--- src/rtl/axi_master_pkg.sv ---
// Shared types and constants for the AXI burst write master.
// Holds the write-command layout, the splitter FSM states and small helpers.
package axi_master_pkg;

    localparam int AXI_ADDR_W          = 64;
    localparam int AXI_DATA_W          = 128;
    localparam int AXI_LEN_W           = 8;
    localparam int AXI_ID_W            = 4;
    localparam int AXI_SIZE_W          = 3;
    localparam int AXI_PAGE_SIZE_BYTES = 4096;
    localparam int AXI_BEATS_W         = 32;

    localparam int MAX_BURST_BEATS      = 256;
    localparam int DATA_W_BYTES_CLOG    = $clog2(AXI_DATA_W / 8);
    localparam int PAGE_SIZE_BYTES_CLOG = $clog2(AXI_PAGE_SIZE_BYTES);

    // Write command as presented to the master's command FIFO, MSB first.
    typedef struct packed {
        logic [AXI_ADDR_W-1:0] addr;
        logic [AXI_LEN_W-1:0]  len;
        logic [AXI_SIZE_W-1:0] size;
        logic [AXI_ID_W-1:0]   id;
    } wr_cmd_t;

    localparam int WR_CMD_W = $bits(wr_cmd_t);

    typedef enum logic [1:0] {
        ST_IDLE  = 2'd0,
        ST_CALC  = 2'd1,
        ST_ISSUE = 2'd2
    } split_state_e;

    function automatic logic [AXI_BEATS_W-1:0] min_beats(
        input logic [AXI_BEATS_W-1:0] a,
        input logic [AXI_BEATS_W-1:0] b
    );
        return (a < b) ? a : b;
    endfunction

endpackage

--- src/rtl/axi_wr_cmd_splitter.sv ---
// Splits one user write request into legal AXI write bursts.
// Optional feature macro: AXI_CMD_SPLIT_PAGE_EN - when defined, no burst
// crosses a PAGE_SIZE_BYTES boundary; otherwise bursts are only capped at
// MAX_BURST_BEATS.
//
// state    | meaning
// ---------+-----------------------------------------------------------
// ST_IDLE  | ready for a request; latches aligned addr, beat count, id
// ST_CALC  | sizes the next burst from remaining beats (and page room)
// ST_ISSUE | presents the burst command until the downstream accepts it
module axi_wr_cmd_splitter
    import axi_master_pkg::*;
#(
    parameter int ADDR_W          = AXI_ADDR_W,
    parameter int DATA_W          = AXI_DATA_W,
    parameter int LEN_W           = AXI_LEN_W,
    parameter int ID_W            = AXI_ID_W,
    parameter int PAGE_SIZE_BYTES = AXI_PAGE_SIZE_BYTES,
    parameter int BEATS_W         = AXI_BEATS_W
) (
    input  logic                clk,
    input  logic                rst,
    input  logic                req_valid,
    output logic                req_ready,
    input  logic [ADDR_W-1:0]   req_addr,
    input  logic [BEATS_W-1:0]  req_beats,
    input  logic [ID_W-1:0]     req_id,
    output logic                cmd_valid,
    input  logic                cmd_ready,
    output logic [WR_CMD_W-1:0] cmd_data,
    output logic                cmd_last,
    output logic                busy
);

    // The burst arithmetic relies on the package's log2 constants matching
    // the parameters actually used for this instance.
    if ((DATA_W / 8) != (1 << DATA_W_BYTES_CLOG) ||
        PAGE_SIZE_BYTES != (1 << PAGE_SIZE_BYTES_CLOG) ||
        PAGE_SIZE_BYTES < (DATA_W / 8)) begin : g_cfg_err
        $error("axi_wr_cmd_splitter: inconsistent DATA_W / PAGE_SIZE_BYTES");
    end

    split_state_e r_state;
    split_state_e w_next;

    logic [ADDR_W-1:0]  r_addr;
    logic [BEATS_W-1:0] r_rem;
    logic [BEATS_W-1:0] r_beats;
    logic [ID_W-1:0]    r_id;
    logic               r_last;

    logic [BEATS_W-1:0] w_beats;
    wr_cmd_t            w_cmd;

`ifdef AXI_CMD_SPLIT_PAGE_EN
    // Page room in beats is one bit wider than the in-page beat offset so a
    // page-aligned address yields a full page rather than zero.
    localparam int PB_W = PAGE_SIZE_BYTES_CLOG - DATA_W_BYTES_CLOG + 1;
    localparam logic [PB_W-1:0] PAGE_BEATS = PB_W'(1) << (PB_W - 1);

    logic [PB_W-1:0] w_page_beats;

    // Beats left before the next page boundary; address is beat aligned.
    always_comb begin
        w_page_beats = PAGE_BEATS
                     - {1'b0, r_addr[PAGE_SIZE_BYTES_CLOG-1:DATA_W_BYTES_CLOG]};
        w_beats      = min_beats(min_beats(r_rem, BEATS_W'(MAX_BURST_BEATS)),
                                 BEATS_W'(w_page_beats));
    end
`else
    // Burst size limited only by the remaining count and the AXI maximum.
    always_comb begin
        w_beats = min_beats(r_rem, BEATS_W'(MAX_BURST_BEATS));
    end
`endif

    // State register.
    always_ff @(posedge clk) begin
        if (rst) begin
            r_state <= ST_IDLE;
        end else begin
            r_state <= w_next;
        end
    end

    // Next state and state-decoded outputs; outputs never see req_valid or cmd_ready.
    always_comb begin
        w_next       = r_state;
        req_ready    = 1'b0;
        cmd_valid    = 1'b0;
        cmd_last     = 1'b0;
        busy         = 1'b1;
        cmd_data     = '0;
        w_cmd.addr   = r_addr;
        w_cmd.len    = LEN_W'(r_beats - BEATS_W'(1));
        w_cmd.size   = AXI_SIZE_W'(DATA_W_BYTES_CLOG);
        w_cmd.id     = r_id;
        case (r_state)
            ST_IDLE: begin
                req_ready = ~rst;
                busy      = 1'b0;
                if (req_valid && (req_beats != '0)) begin
                    w_next = ST_CALC;
                end
            end
            ST_CALC: begin
                w_next = ST_ISSUE;
            end
            ST_ISSUE: begin
                cmd_valid = 1'b1;
                cmd_last  = r_last;
                cmd_data  = w_cmd;
                if (cmd_ready) begin
                    w_next = r_last ? ST_IDLE : ST_CALC;
                end
            end
            default: begin
                w_next = ST_IDLE;
            end
        endcase
    end

    // Request latch, burst sizing and per-burst address/remaining update.
    always_ff @(posedge clk) begin
        if (rst) begin
            r_addr  <= '0;
            r_rem   <= '0;
            r_beats <= '0;
            r_id    <= '0;
            r_last  <= 1'b0;
        end else begin
            case (r_state)
                ST_IDLE: begin
                    if (req_valid) begin
                        r_addr <= {req_addr[ADDR_W-1:DATA_W_BYTES_CLOG],
                                   {DATA_W_BYTES_CLOG{1'b0}}};
                        r_rem  <= req_beats;
                        r_id   <= req_id;
                    end
                end
                ST_CALC: begin
                    r_beats <= w_beats;
                    r_last  <= (r_rem == w_beats);
                end
                ST_ISSUE: begin
                    if (cmd_ready) begin
                        r_addr <= r_addr + (ADDR_W'(r_beats) << DATA_W_BYTES_CLOG);
                        r_rem  <= r_rem - r_beats;
                    end
                end
                default: begin
                end
            endcase
        end
    end

endmodule

--- config.mk ---
export PLATFORM = sky130hd
export DESIGN_NAME = axi_wr_cmd_splitter
export DESIGN_NICKNAME = d
export VERILOG_FILES = /design/src/rtl/axi_master_pkg.sv /design/src/rtl/axi_wr_cmd_splitter.sv
export SDC_FILE = /design/constraint.sdc
export NUM_CORES = 1
export LEC_CHECK = 0
export BUFFER_PORTS_ARGS = -buffer_cell sky130_fd_sc_hd__buf_2
export CAP_MARGIN = 20
export CORE_MARGIN = 2
export CORE_UTILIZATION = 50
export DETAILED_ROUTE_END_ITERATION = 12
export PLACE_DENSITY = 0.77
export SYNTH_ARGS = -nofsm -noshare
export SYNTH_HDL_FRONTEND = slang
export SYNTH_SLANG_ARGS = --single-unit
--- constraint.sdc ---
create_clock -name clk -period 2.9 [get_ports clk]
set_input_delay 0.145 -clock clk [delete_from_list [all_inputs] [get_ports clk]]
set_output_delay 0.145 -clock clk [all_outputs]
set_load 0.03 [all_outputs]
==> flow_metrics.tcl <==
set metrics [dict create \
    grt_setup_unrepaired "yes" \
    cp.arrival_ns 3.34 \
    maxCapViolCount 0 \
    die_y_microns 144.5 \
    synth_cell_types 72 \
    p_int_mw 4.251 \
    pwr-share-seq_pct 33.1 \
    syn_area_per_cell_sq_um 7.336 \
    status "finished with violations" \
    clk_latency_ns 0.43 \
    cts_buffer_depth 2 \
    dp_cells 1799 \
    htreeDepth 4 \
    antenna_found_initial 0 \
    top_layer_used "met4" \
    setup_violations 4 \
    hold_viol_final 1 \
    clk_pin_slew_ns 0.06 \
    finalNetCount 1765 \
    syn_area_sq_um 9867 \
    finish.utilization_pct 66.45 \
    cp.required_ns 3.26 \
    grt_pass1_vias 10220 \
    cellLeakagePower_nw 5.686 \
    synthFlopType "dfxtp_1" \
    hold_ws_ns -0.00003800 \
    hp-class "in -> reg" \
    die_w_microns 144.5 \
    finClkSkew_ns 0.008860 \
    finalInstanceArea_sq_um 12890 \
    grt_pass1_wl_microns 51870 \
    drt_pre_antenna_iters 6 \
    switching_power_mw 2.025 \
    gp_congestion 0.9851 \
    p_clk_share_pct 37.0 \
    slew_headroom_pct 40.09 \
    drc 0 \
    crit_fanout 3 \
    core_sq_um 19400 \
    cts_sinks 131 \
    tightest_slew_ns 0.8987 \
    power_per_cell_area_nw_per_um2 486.9 \
    hpwl_microns 23730 \
    ys_ff_latch 131 \
    syn_inst 1345 \
    viasPerCell 6.115 \
    start_util_pct 50.86 \
    yosysSeqAreaShare_pct 26.58 \
    die_area_sq_um 20870 \
    setup_ws_ns -0.08025 \
    cts_buffers 17 \
    postPlaceCellArea_sq_um 11510 \
    fin_cells 1872 \
    port_buffers 176 \
    drv_slew 0 \
    routed_wl_microns 34090 \
    grt_max_degree 120 \
    startpoint_type "flip-flop" \
    final_layout_size_suffix_gt1_share_pct 25.89 \
    ys_warn_count 0 \
    fp-row-count 51 \
    pwr-share-comb_pct 29.9 \
    root_buffer "clkbuf_16" \
    grt_remaining_overflow 0 \
    io_pins 187 \
    sw_frac_of_total_pct 32.26 \
    fin_crit_sh_pct 102.8 \
    wl_per_cell_microns 18.21 \
    gr-usage-all-layers_pct 31.40 \
    critical_path_class "reg -> reg" \
    ir_worst_vdd_mv 0.4442 \
    worst_setup_path_end_kind "flip-flop" \
    drtIter0Drc 1217 \
    fmax_mhz 335.5 \
    violations "hold timing, setup timing" \
    wl_met1_microns 14610 \
    async_flop_share_pct 0 \
    synth_edf_count 0 \
    cts_tree "built" \
    postRouteAntennaNets 0 \
    wl_met2_microns 15290 \
    synthToLayoutAreaGrowth_pct 30.64 \
    vias 11450 \
    num_antenna_cells 0 \
    fin_crit_ns 2.980 \
    wl_met3_microns 2866 \
]
[per-layer routing]
metal	vias up	global-route usage, %
met5	-	0
met4	0	12.77
met3	118	4.801
met2	633	49.04
met1	5292	43.35
li1	5405	-
[worst max-delay path: stages, from the launching register on]
cell,delay (ns)
dfxtp_2,0.32
inv_2,0.07
ha_4,0.14
inv_2,0.03
fa_2,0.34
a211oi_2,0.22
o21bai_1,0.11
o211ai_1,0.26
buf_4,0.17
a21oi_4,0.06
or4_4,0.44
a221oi_4,0.27
buf_6,0.15
xnor2_2,0.10
nand2_1,0.08
a21oi_1,0.14
[state kept, by name, summed over array words and instances (netlist names)]
signal,cells
r_addr,60
r_beats,32
r_id,4
r_last,1
r_rem,32
r_state,2
[layout make-up]
class	count	area (sq um)
Tap cell	265	331.6
Multi-Input combinational cell	1072	7058
Timing Repair Buffer	314	2008
Sequential cell	131	2640
Clock buffer	21	470.5
Fill cell	1649	6509
Inverter	59	226.5
Clock inverter	10	155.1
[cell usage after synthesis, types with 21 or more instances]
cell type | number | area, sq um
a211oi_1 | 28 | 210.2
a21o_1 | 27 | 202.7
a21oi_1 | 128 | 640.6
a311oi_1 | 21 | 183.9
a31oi_1 | 21 | 131.4
and2_1 | 68 | 425.4
and3_1 | 27 | 168.9
clkbuf_1 | 69 | 259.0
dfxtp_1 | 131 | 2623
ha_1 | 64 | 800.8
inv_1 | 59 | 221.5
nand2_1 | 132 | 495.5
nand3_1 | 30 | 150.1
nand4_1 | 21 | 131.4
nor2_1 | 106 | 397.9
nor3_1 | 53 | 265.3
o21ai_0 | 98 | 490.5
xnor2_1 | 39 | 341.6
[power by group through the flow]
stage / Clock (mW) / Combinational (mW) / Sequential [mW]
3_3_place_gp: 0 / 1.58 / 2.10
4_1_cts: 2.33 / 1.70 / 2.07
5_1_grt: 2.42 / 2.04 / 2.09
3_5_place_dp: 0 / 1.60 / 2.10
6_report: 2.32 / 1.88 / 2.08
2_1_floorplan: 0 / 1.13 / 2.06
[stage by stage]
step	power [mW]	worst slack [ns]	TNS, ns
6_report	6.276	-0.08025	-0.1860
5_1_grt	6.546	-0.1775	-1.011
4_1_cts	6.090	-0.004264	-0.004264
3_5_place_dp	3.707	-0.1076	-0.5053
3_3_place_gp	3.677	-0.05871	-0.09647
2_1_floorplan	3.191	0.02276	0
[layout by cell type (no fill, tap or decap), types with 17 or more instances in the layout]
master         instances
a21o_1                27
nor3_1                51
a311oi_1              21
dfxtp_1              119
and3_1                27
nand2_1              130
clkbuf_16             17
inv_1                 54
nand4_1               21
xnor2_1               37
dlygate4sd3_1         18
ha_1                  59
nand3_1               30
o21ai_0               87
nor4_1                17
a21oi_1              120
and2_1                67
buf_2                175
buf_4                114
a211oi_1              20
a31oi_1               20
nor2_1               104
[path summary, 6_finish.rpt]
check	depth (start not counted)	to	slack, ns	start
hold / removal	3	r_rem[19]	-0.00004	req_beats[19]
setup reg to reg	15	r_rem[26]	-0.08	r_rem[0]
hold reg to reg	2	r_id[3]	0.45	r_id[3]
setup / recovery	15	r_rem[26]	-0.08	r_rem[0]
[cells by family after synthesis]
group / count (synthesis) / share of synthesized area, %
AOI/OAI and AO/OA: 430 / 27.76
buffers and inverters: 148 / 5.985
other: 1 / 0.03801
xor gates and xnor gates: 52 / 4.616
and+or+nand+nor: 509 / 25.69
DFF: 131 / 26.58
adders and majority gates: 66 / 8.521
muxes: 8 / 0.8116
[what timing repair did]
action,4_1_cts,5_1_grt
cloned,1,0
resized for setup,15,86
setup endpoints to repair,21,60
hold buffers,18,0
buffers inserted,9,15
endpoints found under the hold margin,18,0
pin swaps,7,35
Power figures use the tool's default switching activity.
